$ cat config.mk
export PLATFORM = sky130hd
export DESIGN_NAME = instruction_fetch
export DESIGN_NICKNAME = d
export VERILOG_FILES = /design/src/rtl/instruction_fetch.sv
export SDC_FILE = /design/constraint.sdc
export NUM_CORES = 1
export LEC_CHECK = 0
export CORE_ASPECT_RATIO = 0.7
export CORE_UTILIZATION = 42
export CTS_CLUSTER_SIZE = 20
export DETAILED_ROUTE_END_ITERATION = 6
export PLACE_DENSITY = 0.74
export SLEW_MARGIN = 40
export SYNTH_ARGS = -nofsm -noshare
export SYNTH_HDL_FRONTEND = slang
export SYNTH_SLANG_ARGS = --single-unit
export TNS_END_PERCENT = 1
$ cat constraint.sdc
create_clock -name clk -period 1.65 [get_ports clk]
set_clock_uncertainty 0.05 [all_clocks]
set_input_delay 0.33 -clock clk [delete_from_list [all_inputs] [get_ports clk]]
set_output_delay 0.33 -clock clk [all_outputs]
set_load 0.005 [all_outputs]
$ cat src/rtl/instruction_fetch.sv
// instruction_fetch: sequential front end between program memory and the
// control unit. Fetches an opcode into the instruction register, samples the
// control unit's decode flags, fetches any trailing constant / address bytes,
// then raises a one-cycle execute strobe.
module instruction_fetch #(
    parameter int                 ADDR_W   = 16,
    parameter logic [ADDR_W-1:0]  RESET_PC = '0
) (
    input  logic              clk,
    input  logic              rst_n,
    output logic [ADDR_W-1:0] memAddr,
    output logic              memRdEn,
    input  logic [7:0]        memData,
    input  logic              memValid,
    input  logic              stall,
    output logic [7:0]        inst,
    input  logic              genConst,
    input  logic              loadAddr,
    output logic [7:0]        constByte,
    output logic [15:0]       operandAddr,
    output logic              execEn
);

    typedef enum logic [2:0] {
        S_OP    = 3'd0,
        S_DEC   = 3'd1,
        S_CONST = 3'd2,
        S_ALO   = 3'd3,
        S_AHI   = 3'd4,
        S_EXEC  = 3'd5
    } state_t;

    localparam logic [ADDR_W-1:0] PC_ONE = ADDR_W'(1);

    state_t            state_q, state_d;
    logic [ADDR_W-1:0] pc_q, pc_d;
    logic [7:0]        ir_q, ir_d;
    logic [7:0]        const_q, const_d;
    logic [15:0]       addr_q, addr_d;
    logic              need_const_q, need_const_d;
    logic              need_addr_q, need_addr_d;
    // Remembers that the opcode request went out, so a later stall cannot
    // withdraw it before memory accepts it.
    logic              req_q, req_d;
    logic              accept;

    // A byte is consumed only when we are actually requesting one.
    assign accept = memRdEn & memValid;

    // State and datapath registers, all cleared by the asynchronous reset.
    always_ff @(posedge clk or negedge rst_n) begin
        if (!rst_n) begin
            state_q      <= S_OP;
            pc_q         <= RESET_PC;
            ir_q         <= 8'h00;
            const_q      <= 8'h00;
            addr_q       <= 16'h0000;
            need_const_q <= 1'b0;
            need_addr_q  <= 1'b0;
            req_q        <= 1'b0;
        end else begin
            state_q      <= state_d;
            pc_q         <= pc_d;
            ir_q         <= ir_d;
            const_q      <= const_d;
            addr_q       <= addr_d;
            need_const_q <= need_const_d;
            need_addr_q  <= need_addr_d;
            req_q        <= req_d;
        end
    end

    // Next-state and register-update logic; every accepted byte bumps the PC.
    always_comb begin
        state_d      = state_q;
        pc_d         = pc_q;
        ir_d         = ir_q;
        const_d      = const_q;
        addr_d       = addr_q;
        need_const_d = need_const_q;
        need_addr_d  = need_addr_q;
        req_d        = req_q;
        unique case (state_q)
            S_OP: begin
                if (accept) begin
                    ir_d    = memData;
                    pc_d    = pc_q + PC_ONE;
                    req_d   = 1'b0;
                    state_d = S_DEC;
                end else begin
                    req_d   = memRdEn;
                end
            end
            S_DEC: begin
                need_const_d = genConst;
                need_addr_d  = loadAddr;
                if (genConst)      state_d = S_CONST;
                else if (loadAddr) state_d = S_ALO;
                else               state_d = S_EXEC;
            end
            S_CONST: begin
                if (accept) begin
                    const_d = memData;
                    pc_d    = pc_q + PC_ONE;
                    state_d = need_addr_q ? S_ALO : S_EXEC;
                end
            end
            S_ALO: begin
                if (accept) begin
                    addr_d[7:0] = memData;
                    pc_d        = pc_q + PC_ONE;
                    state_d     = S_AHI;
                end
            end
            S_AHI: begin
                if (accept) begin
                    addr_d[15:8] = memData;
                    pc_d         = pc_q + PC_ONE;
                    state_d      = S_EXEC;
                end
            end
            S_EXEC: begin
                state_d = S_OP;
            end
            default: begin
                state_d = S_OP;
            end
        endcase
    end

    // Outputs: read request per fetch state, execute strobe only in EXEC.
    always_comb begin
        memRdEn = 1'b0;
        execEn  = 1'b0;
        unique case (state_q)
            S_OP:                   memRdEn = ~stall | req_q;
            S_CONST, S_ALO, S_AHI:  memRdEn = 1'b1;
            S_EXEC:                 execEn  = 1'b1;
            default: begin
                memRdEn = 1'b0;
                execEn  = 1'b0;
            end
        endcase
    end

    assign memAddr     = pc_q;
    assign inst        = ir_q;
    assign constByte   = const_q;
    assign operandAddr = addr_q;

endmodule

# Yosys cells after proc, flatten, opt, wreduce, memory -nomap -nowiden
# Cells that the tools add are included.
[op_classes]
n_shift = 0
eq_ne = 9
n_mux = 11
n_addsub = 1
bitwise_logic = 3
mul = 0
n_lt_le_gt_ge = 0
n_reduce_logical = 9
n_div = 0
[op_table]
columns = ["cell", "count"]
rows = [
  ["$mux W3", 7],
  ["$add A16 B1 Y16 const B", 1],
  ["$pmux W3 S5", 1],
  ["$reduce_and A2 Y1", 5],
  ["$ne A2 B2 Y1 const B", 4],
  ["$eq A3 B2 Y1 const B", 2],
  ["$eq A3 B3 Y1 const B", 2],
  ["$reduce_and A4 Y1", 1],
  ["$reduce_or A4 Y1", 1],
  ["$eq A3 B1 Y1 const B", 1],
  ["$logic_not A3 Y1", 1],
  ["$reduce_or A3 Y1", 1],
  ["$mux W1", 2],
  ["$pmux W1 S2", 1],
  ["$and A1 B1 Y1", 1],
  ["$not A1 Y1", 1],
  ["$or A1 B1 Y1", 1],
]
[totals]
register_bits = 53
ramBits = 0
output_inout_bits = 50
romBits = 0
latchBits = 0
n_memories = 0

# Longest topological paths before layout
[depth]
word_depth = 6
ltp_mapped = 5
ltp_nobuf = 4

# Least setup slack after synthesis
# OpenSTA, ideal clock, no wires.
[synth_timing]
path_kind = "register to register"
startpoint = "reg state_q[1]"
endpoint = "reg pc_q[1] (netlist: memAddr[1])"
slack_ps = -2
n_path_buf = 1
setup_time_ps = 125
period_less_slack_ps = 1652
required_time_ps = 1475
t_arrival_ps = 1477
stages_incl_launch_ff = 5
cell_sequence = "dfrtp_1 buf_6 mux2_4 nor3b_4 mux2_2"
[synth_via]
elab_chain_cells = 5
word_cells_on_any_way = 9
cone_classes = "eq/ne: 3; mux: 1; bitwise: 1; reduce/logical: 4"
[synth_rtl]
columns = ["element", "line_no", "rtl"]
rows = [
  ["start, declared", "35", "state_t state_q, state_d;"],
  ["start signal, assigned", "62", "state_q <= state_d;"],
  ["$eq A3 B3 Y1 / $eq A3 B2 Y1 (equally long branches)", "83, 135", ""],
  ["$reduce_or A3 Y1", "135", "unique case (state_q)"],
  ["$pmux W1 S2", "135", ""],
  ["$and A1 B1 Y1", "48", "assign accept = memRdEn & memValid;"],
  ["$reduce_and A2 Y1 (no line) *", "--", ""],
  ["end signal, assigned", "63", "pc_q <= pc_d;"],
  ["end, declared", "36", "logic [ADDR_W-1:0] pc_q, pc_d;"],
]
# Mark *: on every way between the ends. The rest lies on a longest branch, timed or not.
# A chain may end at the register's enable or synchronous reset.

# Worst setup path after layout
[layout_timing]
startpoint = "reg state_q[1]"
endpoint = "out memRdEn"
[layout_via]
elab_chain_cells = 3
word_cells_on_any_way = 6
cone_classes = "eq/ne: 3; mux: 1; reduce/logical: 2"
[layout_rtl]
columns = ["element", "line_no", "rtl"]
rows = [
  ["$eq A3 B3 Y1 / $eq A3 B2 Y1 (equally long branches)", "135", ""],
  ["$reduce_or A3 Y1", "135", ""],
  ["$pmux W1 S2 *", "135", ""],
  ["end, declared", "12", "output logic memRdEn,"],
]
# Marks and branches as above.

==> impl_results.md <==
* Combined area of all synthesized cells at 2220 um2
* Fraction of registers with async set or reset after synthesis at 100%
* Number of top-level pins at 64
* Initial Utilization at 44.9%
* Unrepaired setup endpoints after global routing: yes
* Number of instances in the synthesized netlist at 159
* Failing checks: negative setup slack
* Dominant cells by area after synthesis: dfrtp_1 (60%), mux2_2 (17%), xnor2_1 (5.1%)
* Final-layout setup total negative slack at -1.91 ns
* Highest-count cells in the layout ignoring fill and taps: dfrtp_1 (52), clkdlybuf4s50_1 (50), mux2_2 (26), xnor2_1 (13), buf_4 (12)
* Number of input and output port buffers inserted at 63
* Sequential fraction of design power at 39.2%
* Crit path buffers/inverters at 2
* Total half-perimeter wirelength after legalization and detailed placement at 3500 um
* CP max stage delay at 0.43 ns
* Slew at the pin closest to its max-slew limit at 0.292 ns
* Chain of cells forming the critical path: buf_6 -> mux2_4 -> nor2_1 -> clkdlybuf4s15_2
* Required time of the critical path at 1.27 ns
* Final worst path period share at 112%
* Max frequency at 542 MHz
* Vias in the first global route at 1599
* Final hold violation count at 0
* Routed vias at 1582
* Library cell contributing the largest single delay on the critical path: dfrtp_2
* Placement Cell Area at 3070 um2
* Warnings from Yosys at 0
* Starting DRC count in detailed routing at 64
* Chip height at 62.8 um
* Run status: finished with violations
* Proportion of layout cells with a drive suffix above 1 at 32.5%
* Worst setup margin at -0.196 ns
* Switching power at 1.65 mW
* Routed wire length per instance at 16.1 um
* Post-Synthesis Mean Instance Area at 14.0 um2
* H-Tree Level Count at 2
* Final max-slew violation count at 0
* Crit. End Element: output pin
* GRT Total Usage at 19.8%
* Switching share of total power at 29.6%
* Area inside the core boundary at 4940 um2
* DRC Markers at 0
* Crit Path Category: reg -> out
* Count of different cell masters after synthesis at 30
* Share of total power in the clock network at 14.4%
* Clock Root Buffer: clkbuf_8
* Delay-heaviest family, CP: flip-flops
* Pwr per Cell Area at 1680 nW/um2
* Post-synthesis sequential element count at 53
* Most common library cell in the layout ignoring fill and taps: dfrtp_1
* Clock Tree Buf Depth at 2
* Post-layout instance area at 3320 um2
* Worst-skew pair later-pin latency at 0.31 ns
* Normalized max-slew margin at 80.3%
* Post-synth top flop: dfrtp_1
* Sink count of the clock tree at 53
* Cell Rows at 21
* Nature of the critical path startpoint: flop
* Data arrival time of the worst path at 1.47 ns
* Flop2flop setup slack at -0.19 ns
* Syn_nets at 174
* Max-cap check violation count at 0
* # placed instances at 305
* Final Net Count at 263
* Post-detailed-route via-to-cell ratio at 4.97
* Sequential element share of the synthesized area at 59.8%
* Int Pwr at 3.92 mW
* Most area-hungry cell type in the Yosys netlist: dfrtp_1
* Drt total wl at 5130 um
* Antenna violations before repair at 0
* Number of synthesized flops with an enable pin at 0
* Post-route ant nets at 0
* Tmin final at 1.85 ns
* Leakage power total at 1.53 nW
* Area share of the largest cell type after synthesis at 59.8%
* Global-route wire length before repair at 8340 um
* CTS tree: done
* Type of the tightest min-delay check: reg -> reg
* Clock slew seen by the registers of the worst setup and hold paths at 0.10 ns
* Die X at 88.9 um
* Gate power share at 46.4%
* Setup violation total in the final timing report at 26
* Maximum number of pins on one net before global-route repair at 54
* Number of antenna cells inserted at 0
* Placer congestion estimate at 0.745
* Final cell count without fillers at 318
* Area of the die at 5580 um2
* Layout Area Growth over Synthesis at 49.7%
* Leftover overflow at the end of global routing at 0
* Tot Pwr at 5.57 mW
* Number of clock buffers inserted by TritonCTS at 5
* Largest vdd supply drop at 0.000880 V
* Worst Path Max Fanout at 2
* First-pass detailed-route iteration total at 4
## path summary, 6_finish.rpt
check                       startpoint          end  cells after the start
hold / removal             memAddr[15]  memAddr[15]                      1
setup / recovery            state_q[1]      memRdEn                      4
max in group asynchronous        rst_n   state_q[1]                      3
setup reg to reg            state_q[1]   memAddr[4]                      7
min in group asynchronous        rst_n   state_q[2]                      3
hold reg to reg            memAddr[15]  memAddr[15]                      1
## logic make-up (layout without fill, tap and decap cells)
family	after synthesis	count (layout)	share of synthesized area, %
compound gates	9	9	2.71
flops	53	53	59.8
buf+inv	7	97	1.64
mux	35	35	17.9
xor+xnor	16	16	6.32
simple gates	38	38	11.1
fa+ha+maj	1	1	0.564
## routing by layer
layer	GRT usage [%]	part of all wire, %	vias up
met5	0	0	-
li1	-	-	749
met4	5.44	0.55	0
met1	28.5	48	807
met3	4.49	3.4	5
met2	30.2	48	21
## power groups by stage
stage	sequential (mW)	clock (mW)	combinational, mW
floorplan	2.18	0	0.943
global placement	2.20	0	2.27
detailed placement	2.21	0	2.33
CTS	2.19	0.808	2.57
global route	2.26	0.885	2.75
finish	2.19	0.802	2.58
## sequential cells by signal, indices dropped and copies added (netlist names)
name	flops
req_q	1
state_q	3
constByte	8
memAddr	16
inst	8
need_addr_q	1
operandAddr	16
## synth_stat cells (2+ instances only)
| cell type | count |
|---|---|
| nand4_1 | 6 |
| nor2_1 | 3 |
| nand3_1 | 5 |
| mux2_2 | 34 |
| inv_1 | 4 |
| o21ai_0 | 2 |
| nor3_2 | 2 |
| dfrtp_1 | 53 |
| and4_1 | 3 |
| xor2_1 | 3 |
| nand2_1 | 7 |
| o22ai_1 | 2 |
| a21oi_1 | 2 |
| and3_1 | 4 |
| buf_2 | 2 |
| xnor2_1 | 13 |
## area by class of cell
cell class | instances | area [um2]
clock inverters | 1 | 5.00
inverters | 4 | 20.0
flip-flops and latches | 53 | 1330
multi-input cells | 99 | 926
repair buffers | 85 | 860
fillers | 378 | 1620
clock buffers | 7 | 96.3
well taps | 69 | 86.3
## per-stage QoR
step                utilization, %  setup WS (ns)  hold WS (ns)
finish                        67.2         -0.196         0.435
global route                  67.2         -0.239         0.457
CTS                           66.5         -0.181         0.434
detailed placement            62.2         -0.304         0.297
global placement              62.2         -0.291         0.296
floorplan                        -       -0.00177       -0.0156
## repair_timing
action | in CTS | in global routing
hold buffers | 1 | 0
pin swaps | 7 | 7
buffers inserted | 4 | 0
endpoints found under the hold margin | 53 | 0
gates resized for setup | 35 | 11
endpoints found under the setup margin | 18 | 47
## worst register-to-register path, cell delays in order, from the launching register on
cell and delay, ns:
dfrtp_2 0.43, buf_6 0.13, mux2_4 0.31, buf_6 0.13
nor3b_4 0.28, buf_6 0.16, nand4_1 0.11, xnor2_1 0.14
Note: power is estimated with default switching activity, not from simulation.
